File: src/rtl/jt6295_nibble_fetch.sv
// Four-channel ADPCM nibble sequencer: serves one channel per cen slot and keeps each
// channel's one-byte buffer filled through a single shared ROM port.
module jt6295_nibble_fetch (
   input  logic        clk,
   input  logic        rst,
   input  logic        cen,
   input  logic [3:0]  start,
   input  logic [3:0]  stop,
   input  logic [17:0] start_addr,
   input  logic [17:0] stop_addr,
   input  logic [3:0]  att_in,
   output logic [17:0] rom_addr,
   output logic        rom_cs,
   input  logic [7:0]  rom_data,
   input  logic        rom_ok,
   output logic [3:0]  data,
   output logic        en,
   output logic [3:0]  att,
   output logic [3:0]  busy,
   output logic [3:0]  underrun
);

   typedef enum logic {StIdle, StReq} state_e;

   logic [1:0]  sl_q, sl_d;
   logic [3:0]  playing_q, playing_d;
   logic [3:0]  phase_q, phase_d;
   logic [3:0]  valid_q, valid_d;
   logic [3:0]  underrun_q, underrun_d;
   logic [17:0] addr_q [4];
   logic [17:0] addr_d [4];
   logic [17:0] end_q [4];
   logic [17:0] end_d [4];
   logic [3:0]  att_q [4];
   logic [3:0]  att_d [4];
   logic [7:0]  byte_q [4];
   logic [7:0]  byte_d [4];

   state_e      state_q, state_d;
   logic [1:0]  fch_q, fch_d;
   logic [17:0] rom_addr_q, rom_addr_d;
   logic [3:0]  data_q, data_d;
   logic [3:0]  att_out_q, att_out_d;
   logic        en_q, en_d;

   logic [3:0]  cmd;
   logic [3:0]  need;
   logic        sel_hit;
   logic [1:0]  sel_ch;

   assign cmd  = start | stop;
   // A channel being commanded this clk must not be picked with its stale address.
   assign need = playing_q & ~valid_q & ~cmd;

   // Lowest offset from sl wins, so the channel served next is fetched first.
   always_comb begin
      sel_hit = 1'b0;
      sel_ch  = sl_q;
      for (int k = 3; k >= 0; k--) begin
         if (need[sl_q + 2'(k)]) begin
            sel_hit = 1'b1;
            sel_ch  = sl_q + 2'(k);
         end
      end
   end

   always_comb begin
      sl_d       = sl_q;
      playing_d  = playing_q;
      phase_d    = phase_q;
      valid_d    = valid_q;
      underrun_d = underrun_q;
      addr_d     = addr_q;
      end_d      = end_q;
      att_d      = att_q;
      byte_d     = byte_q;
      state_d    = state_q;
      fch_d      = fch_q;
      rom_addr_d = rom_addr_q;
      data_d     = data_q;
      att_out_d  = att_out_q;
      en_d       = en_q;

      if (cen) begin
         sl_d      = sl_q + 2'd1;
         en_d      = 1'b0;
         data_d    = 4'd0;
         att_out_d = att_q[sl_q];
         if (!cmd[sl_q] && playing_q[sl_q]) begin
            if (valid_q[sl_q]) begin
               en_d = 1'b1;
               if (!phase_q[sl_q]) begin
                  data_d         = byte_q[sl_q][7:4];
                  phase_d[sl_q]  = 1'b1;
               end else begin
                  data_d         = byte_q[sl_q][3:0];
                  phase_d[sl_q]  = 1'b0;
                  valid_d[sl_q]  = 1'b0;
                  addr_d[sl_q]   = addr_q[sl_q] + 18'd1;
                  if (addr_q[sl_q] == end_q[sl_q]) playing_d[sl_q] = 1'b0;
               end
            end else begin
               underrun_d[sl_q] = 1'b1;
            end
         end
      end

      unique case (state_q)
         StIdle: begin
            if (sel_hit) begin
               state_d    = StReq;
               fch_d      = sel_ch;
               rom_addr_d = addr_q[sel_ch];
            end
         end
         StReq: begin
            if (cmd[fch_q]) begin
               state_d = StIdle;
            end else if (rom_ok) begin
               byte_d[fch_q]  = rom_data;
               valid_d[fch_q] = 1'b1;
               state_d        = StIdle;
            end
         end
      endcase

      // Commands come last so they override playback and fetch updates.
      for (int n = 0; n < 4; n++) begin
         if (start[n]) begin
            addr_d[n]     = start_addr;
            end_d[n]      = stop_addr;
            att_d[n]      = att_in;
            phase_d[n]    = 1'b0;
            valid_d[n]    = 1'b0;
            playing_d[n]  = 1'b1;
            underrun_d[n] = 1'b0;
         end else if (stop[n]) begin
            playing_d[n] = 1'b0;
            valid_d[n]   = 1'b0;
         end
      end
   end

   always_ff @(posedge clk or posedge rst) begin
      if (rst) begin
         sl_q       <= '0;
         playing_q  <= '0;
         phase_q    <= '0;
         valid_q    <= '0;
         underrun_q <= '0;
         state_q    <= StIdle;
         fch_q      <= '0;
         rom_addr_q <= '0;
         data_q     <= '0;
         att_out_q  <= '0;
         en_q       <= 1'b0;
         for (int n = 0; n < 4; n++) begin
            addr_q[n] <= '0;
            end_q[n]  <= '0;
            att_q[n]  <= '0;
            byte_q[n] <= '0;
         end
      end else begin
         sl_q       <= sl_d;
         playing_q  <= playing_d;
         phase_q    <= phase_d;
         valid_q    <= valid_d;
         underrun_q <= underrun_d;
         state_q    <= state_d;
         fch_q      <= fch_d;
         rom_addr_q <= rom_addr_d;
         data_q     <= data_d;
         att_out_q  <= att_out_d;
         en_q       <= en_d;
         for (int n = 0; n < 4; n++) begin
            addr_q[n] <= addr_d[n];
            end_q[n]  <= end_d[n];
            att_q[n]  <= att_d[n];
            byte_q[n] <= byte_d[n];
         end
      end
   end

   assign rom_addr = rom_addr_q;
   assign rom_cs   = (state_q == StReq);
   assign data     = data_q;
   assign en       = en_q;
   assign att      = att_out_q;
   assign busy     = playing_q;
   assign underrun = underrun_q;

endmodule

File: config.mk
export PLATFORM = sky130hd
export DESIGN_NAME = jt6295_nibble_fetch
export DESIGN_NICKNAME = d
export VERILOG_FILES = /design/src/rtl/jt6295_nibble_fetch.sv
export SDC_FILE = /design/constraint.sdc
export NUM_CORES = 1
export LEC_CHECK = 0
export ABC_AREA = 0
export BUFFER_PORTS_ARGS = -buffer_cell sky130_fd_sc_hd__buf_2
export CAP_MARGIN = 5
export CORE_MARGIN = 8
export CORE_UTILIZATION = 45
export DETAILED_ROUTE_END_ITERATION = 10
export HOLD_SLACK_MARGIN = 0.03
export PLACE_DENSITY = 0.69
export SYNTH_ARGS = -nofsm -noshare
export SYNTH_HDL_FRONTEND = slang
export SYNTH_SLANG_ARGS = --single-unit
File: constraint.sdc
create_clock -name clk -period 9.4 [get_ports clk]
set_input_delay 1.88 -clock clk [delete_from_list [all_inputs] [get_ports clk]]
set_output_delay 1.88 -clock clk [all_outputs]
set_load 0.1 [all_outputs]
==> results of run 1 <==
## Yosys cell counts, types with 4 or more instances
| master | number | area [um^2] |
|---|---|---|
| and3_1 | 5 | 31.3 |
| o311ai_0 | 4 | 35.0 |
| nor3b_1 | 8 | 60.1 |
| nand4_1 | 5 | 31.3 |
| xor2_1 | 19 | 166 |
| clkbuf_1 | 41 | 154 |
| or4b_1 | 4 | 40.0 |
| xnor2_1 | 10 | 87.6 |
| nor3_1 | 31 | 155 |
| o31ai_1 | 21 | 158 |
| a22oi_1 | 4 | 30.0 |
| or4b_2 | 4 | 40.0 |
| nand3_1 | 21 | 105 |
| o21ai_0 | 47 | 235 |
| mux4_2 | 52 | 1170 |
| nor2b_1 | 5 | 31.3 |
| o21a_1 | 4 | 30.0 |
| nor4bb_1 | 4 | 40.0 |
| a21oi_1 | 30 | 150 |
| nand2_1 | 102 | 383 |
| nor2_1 | 51 | 191 |
| nor4b_1 | 5 | 43.8 |
| ha_1 | 5 | 62.6 |
| mux2i_1 | 64 | 641 |
| nor4_1 | 7 | 43.8 |
| o221ai_1 | 18 | 158 |
| nand2b_1 | 4 | 25.0 |
| inv_1 | 14 | 52.6 |
| a221o_1 | 4 | 40.0 |
| buf_1 | 10 | 37.5 |
| buf_2 | 12 | 60.1 |
| dfrtp_1 | 240 | 6010 |
| mux2_2 | 129 | 1450 |
## state kept, by name, summed over array words and instances (netlist names), 4 cells and up
name	count
end_q	72
addr_q	72
busy	4
phase_q	4
rom_addr	18
valid_q	4
underrun	4
att_q	16
data	4
att	4
byte_q	32
## layout by cell type (no fill, tap or decap), drive strengths merged, types with 11 or more instances in the layout
cell type,n
dfrtp,240
mux2,129
buf,111
nand2,102
mux2i,64
mux4,52
nor2,51
o21ai,50
clkbuf,36
nor3,31
a21oi,30
nand3,21
o31ai,21
xor2,19
o221ai,18
inv,14
xnor2,11
## cells by family after synthesis
| kind of cell | Yosys count |
|---|---|
| compound gates | 145 |
| xor+xnor | 30 |
| fa+ha+maj | 5 |
| buf+inv | 83 |
| flops | 240 |
| mux | 245 |
| simple gates | 265 |
## path summary, 6_finish.rpt
check / end / slack (ps)
max in group asynchronous: sl_q[0]$_DFFE_PP0P_ / 6480
setup / recovery: rom_addr[9]$_DFFE_PP0P_ / 4820
setup reg to reg: addr_q[16]$_DFFE_PP0P_ / 5570
hold / removal: rom_addr[10]$_DFFE_PP0P_ / 480
hold reg to reg: rom_addr[10]$_DFFE_PP0P_ / 480
min in group asynchronous: underrun[0]$_DFFE_PP0P_ / 1480
## routing by layer
metal / routed length, um / up-vias / part of all wire / track usage
met5: 83 / - / 0.0026 / 0
met4: 866 / 14 / 0.028 / 0.0711
met3: 2110 / 83 / 0.067 / 0.0397
met2: 15100 / 312 / 0.48 / 0.316
met1: 13200 / 4430 / 0.42 / 0.246
li1: - / 3885 / - / -
## worst max-delay path, cell delays in order
cell      delay [ps]
buf_2             90
buf_4            360
or4b_1           670
mux4_2           490
o211a_1          290
xnor2_4          130
buf_4            560
mux2i_1          280
o221ai_1         150
## cell type report
type	instances	area (um^2)
fillers	2285	12900
flip-flops and latches	240	6010
multi-input cells	690	5840
clock buffers	36	769
repair buffers	111	596
well taps	341	427
clock inverters	12	190
inverters	14	60.1
## power breakdown
group	leakage [nW]	internal (mW)	switching [mW]	total, mW
logic	2.55	0.642	1.05	1.69
clock network	0.470	0.708	0.414	1.12
registers	2.94	1.22	0.139	1.36
==> results.cfg, run 1 <==
[outcome]
status = complete, no violations

[pwr]
ir_worst_vdd_v = 0.000198
p_leak_nw = 5.96
p_total_mw = 4.17
power_density_mw_per_mm2 = 300

[synthesis]
synth-compound-area-share = 0.0766
synth_top_family_by_area = multiplexers
ys_ff_latch = 240
synth_simple_gate_area_frac = 0.106
syn_area_mm2 = 0.0122
synth_cells = 1013
syn_area_per_cell_um2 = 12.0
synth-xor-area-share = 0.0231
syn_nets = 1078
synth-edff-count = 0
async_reset_ff_frac = 1.00
yosysUniqueCellTypes = 49
synthFlopType = dfrtp_1
synthAdderAreaFrac = 0.00513
synthMuxAreaShare = 0.268
ys_warn_count = 0
seq_area_frac_synth = 0.492

[sta]
hold_viol = 0
final_max_slew_viol_count = 0
hold_slack_ps = 483
fmax_mhz = 218
tightest_slew_ps = 1060
finalWorstSetupSlack_ps = 4820
relSlewSlack = 0.295
worst_clock_skew_ps = 9.62
rsz0062_at_grt = no
fin_crit_ps = 4580
fin_crit_sh = 0.488
finalSetupTns_ps = 0
final-setup-viol-count = 0

[clocking]
cts_hold_buf = 0
cts_max_path_buffers = 3
cts-root-buf = clkbuf_16
post_cts_buffers = 0
clkTransAtPathRegs_ps = 70
cts.sinks = 240
cts_resized = 0
cts_tree = built
cts_buffers = 26
cts_max_level = 1
insertion_delay_ps = 520

[floorplanning]
start_util = 0.455
die-area_mm2 = 0.0326
ios = 96
die_y_um = 181
core.rowCount = 60
die_x_um = 181
core_area_mm2 = 0.0268

[placement]
dp_cells = 1396
io_buffer_count = 95
place_area_mm2 = 0.0129
gp_congestion = 0.803
place_ws_ps = 4290
dp_hpwl_mm = 20.2

[finish]
layout-drive-gt1-share = 0.314
stdcell_count = 1444
post-route-cell-area_mm2 = 0.0139
nets = 1148
diodes = 0
post-route-util = 0.518
syn_to_final_growth_pct = 13.9

[drt]
drt_first_pass_iters = 5
drt_iter0_drc = 692
drc = 0
vias = 8724
wire_per_inst_um = 21.7
wl_mm = 31.4
ant_nets = 0
via_per_inst = 6.04

[flow_run]
cap_viol_max_count = 0

[setup_path]
crit_start = start[3]
r2r-start = sl_q[0]$_DFFE_PP0P_
reg2reg_depth = 8
cp-end-kind = flop
path_class = input pin to flop
crit_required_ps = 9770
cp_max_fo = 69
arrival_ps = 4950
worstSetupStartpointType = input pin

[min_path]
hp-class = flop to flop
holdPathStages = 2
min-delay-start = rom_addr[10]$_DFFE_PP0P_

[grt]
grt_pass1_vias = 9270
grt_pass1_wl_mm = 50.9
antenna_found_initial = 7
grt_max_degree = 98
track_usage = 0.192
grt.overflow.total = 0
No activity file was read; power rests on OpenSTA's default activity.
==> inputs of run 2 (changes only) <==
ABC_AREA = 1   (was 0)
PLACE_DENSITY = 0.71   (was 0.69)
clock period = 3.9 ns   (was 9.4 ns; I/O delays follow)
==> results.cfg, run 2 <==
[floorplanning]
ios = 96
die-area_mm2 = 0.0347
die_x_um = 186
core_area_mm2 = 0.0286
die_y_um = 186
core.rowCount = 62
start_util = 0.456

[sta]
tightest_slew_ps = 1050
worst_clock_skew_ps = 25.2
fin_crit_ps = 3200
final_max_slew_viol_count = 0
finalWorstSetupSlack_ps = 702
finalSetupTns_ps = 0
relSlewSlack = 0.296
fmax_mhz = 313
rsz0062_at_grt = no
final-setup-viol-count = 0
hold_viol = 0
fin_crit_sh = 0.820
hold_slack_ps = 371

[setup_path]
worstSetupStartpointType = flop
r2r-start = sl_q[0]$_DFFE_PP0P_
arrival_ps = 3660
r2r_setup_slack_ps = 700
max_stage_delay_ps = 590
reg2reg_depth = 11
path_class = flop to flop
crit_required_ps = 4360
cpMaxStageDelayCell = dfrtp_4
crit_chain = inv_4 > nand3_1 > nand2_1 > nor2_1 > nor2_2 > nand2_1 > inv_2 > nand3_2 > nor2_2 > inv_2 > o211ai_1
timing.rr.end = addr_q[44]$_DFFE_PP0P_
cp-end-kind = flop
cp_max_fo = 44

[synthesis]
ys_ff_latch = 240
seq_area_frac_synth = 0.460
yosysTopAreaCell = dfrtp_1
synth_commonest_cells = 694 x nand2_1, 253 x nand3_1, 240 x dfrtp_1, 134 x o21ai_0, 108 x inv_1
syn_nets = 1828
yosysUniqueCellTypes = 50
synth_top_area_share = 0.460
synth-edff-count = 0
synthFlopType = dfrtp_1
syn_area_per_cell_um2 = 7.41
synthTopCellsByArea = dfrtp_1 46%, nand2_1 20%, nand3_1 9.7%
yosysMostFrequentCell = nand2_1
async_reset_ff_frac = 1.00
ys_warn_count = 0
syn_area_mm2 = 0.0131
synth_cells = 1763

[clocking]
cts_max_level = 1
cts-root-buf = clkbuf_16
cts_buffers = 28
cts_tree = built
post_cts_buffers = 0
cts_resized = 0
cts.sinks = 240
cts_max_path_buffers = 3
insertion_delay_ps = 550
clkTransAtPathRegs_ps = 60
cts_hold_buf = 0

[placement]
io_buffer_count = 95
place_area_mm2 = 0.0137
dp_hpwl_mm = 25.6
gp_congestion = 0.898
place_ws_ps = 665

[finish]
diodes = 0
final_common_cell = nand2_1
regArea_mm2 = 0.00601
multi_input_area_mm2 = 0.00605
nets = 1881
final_cell_mix = 694 x nand2_1, 253 x nand3_1, 238 x dfrtp_1
top_regs = addr_q (72), end_q (72), byte_q (32)
fillers = 2795
post-route-cell-area_mm2 = 0.0147
syn_to_final_growth_pct = 12.4
layout-drive-gt1-share = 0.123

[grt]
antenna_found_initial = 0
grt_pass1_vias = 11800
track_usage = 0.222
grt.busiest_layer = met2
grt_pass1_wl_mm = 64.0
gr-usage-met2 = 0.353
grt.overflow.total = 0
grt_util_met3 = 0.0323
grt_max_degree = 159
globalRouteMet1Util = 0.303

[pwr]
p_leak_nw = 7.31
switchingPower_mw = 5.76
p_sw_frac = 0.484
p_int_mw = 6.15
ir_worst_vdd_v = 0.000409
clkPwrFrac = 0.236
p_comb_frac = 0.490
power_density_mw_per_mm2 = 811
p_total_mw = 11.9
power_frac_seq = 0.275

[drt]
drt_iter0_drc = 1277
vias = 12200
drc = 0
drt_first_pass_iters = 5
ant_nets = 0
wire_per_inst_um = 17.9
via_per_inst = 5.49
wl_mm = 39.8

[min_path]
hp-class = input pin to asynchronous set/reset pin

[outcome]
status = complete, no violations

[flow_run]
cap_viol_max_count = 0
-- run 2: final cells by class --
class                   count  share of cell area
flip-flops and latches    240               0.409
inverters                 122              0.0316
clock inverters             7             0.00946
well taps                 384              0.0327
clock buffers              41              0.0580
repair buffers            120              0.0469
multi-input cells        1304               0.412
-- run 2: power by group through the flow --
stage	Sequential [mW]	Combinational (mW)	Clock, mW
5_1_grt	3.32	6.36	2.94
6_report	3.27	5.83	2.81
3_3_place_gp	3.29	5.66	0
3_5_place_dp	3.31	5.76	0
2_1_floorplan	4.19	3.59	0
4_1_cts	3.27	5.79	2.84
-- run 2: logic make-up (layout without fill, tap and decap cells) --
kind of cell / after synthesis / after routing / synth area share
DFF: 240 / 240 / 0.460
buffers and inverters: 219 / 290 / 0.0775
xor gates and xnor gates: 14 / 14 / 0.00996
and+or+nand+nor: 1058 / 1058 / 0.348
AOI/OAI and AO/OA: 227 / 227 / 0.101
adders and majority gates: 5 / 5 / 0.00479
-- run 2: worst max-delay path by stage --
stage          slack [ps]  depth (start not counted)           startpoint                      to
2_1_floorplan         -30                          1                  rst   addr_q[0]$_DFFE_PP0P_
3_3_place_gp          730                         12             start[0]  addr_q[40]$_DFFE_PP0P_
3_5_place_dp          660                         12             start[0]  addr_q[40]$_DFFE_PP0P_
4_1_cts               720                         11  sl_q[0]$_DFFE_PP0P_  addr_q[37]$_DFFE_PP0P_
5_1_grt               480                         11  sl_q[0]$_DFFE_PP0P_  addr_q[40]$_DFFE_PP0P_
6_report              700                         11  sl_q[0]$_DFFE_PP0P_  addr_q[44]$_DFFE_PP0P_
-- run 2: routing by layer --
layer,vias to the layer above,wire length [um]
li1,5818,-
met1,5775,17400
met2,493,18200
met3,92,2840
met4,0,1270
met5,-,0
-- run 2: per-stage QoR --
stage          cells   util
2_1_floorplan   1763      -
3_3_place_gp    2170  0.478
3_5_place_dp    2170  0.478
4_1_cts         2218  0.513
5_1_grt         2218  0.513
6_report        2218  0.513
-- run 2: critical path: cells and delay by family, from the launching register on --
| kind | cells | cell delay, ps |
|---|---|---|
| and+or+nand+nor | 7 | 1580 |
| DFF | 1 | 590 |
| buffers and inverters | 3 | 730 |
| AOI/OAI and AO/OA | 1 | 200 |
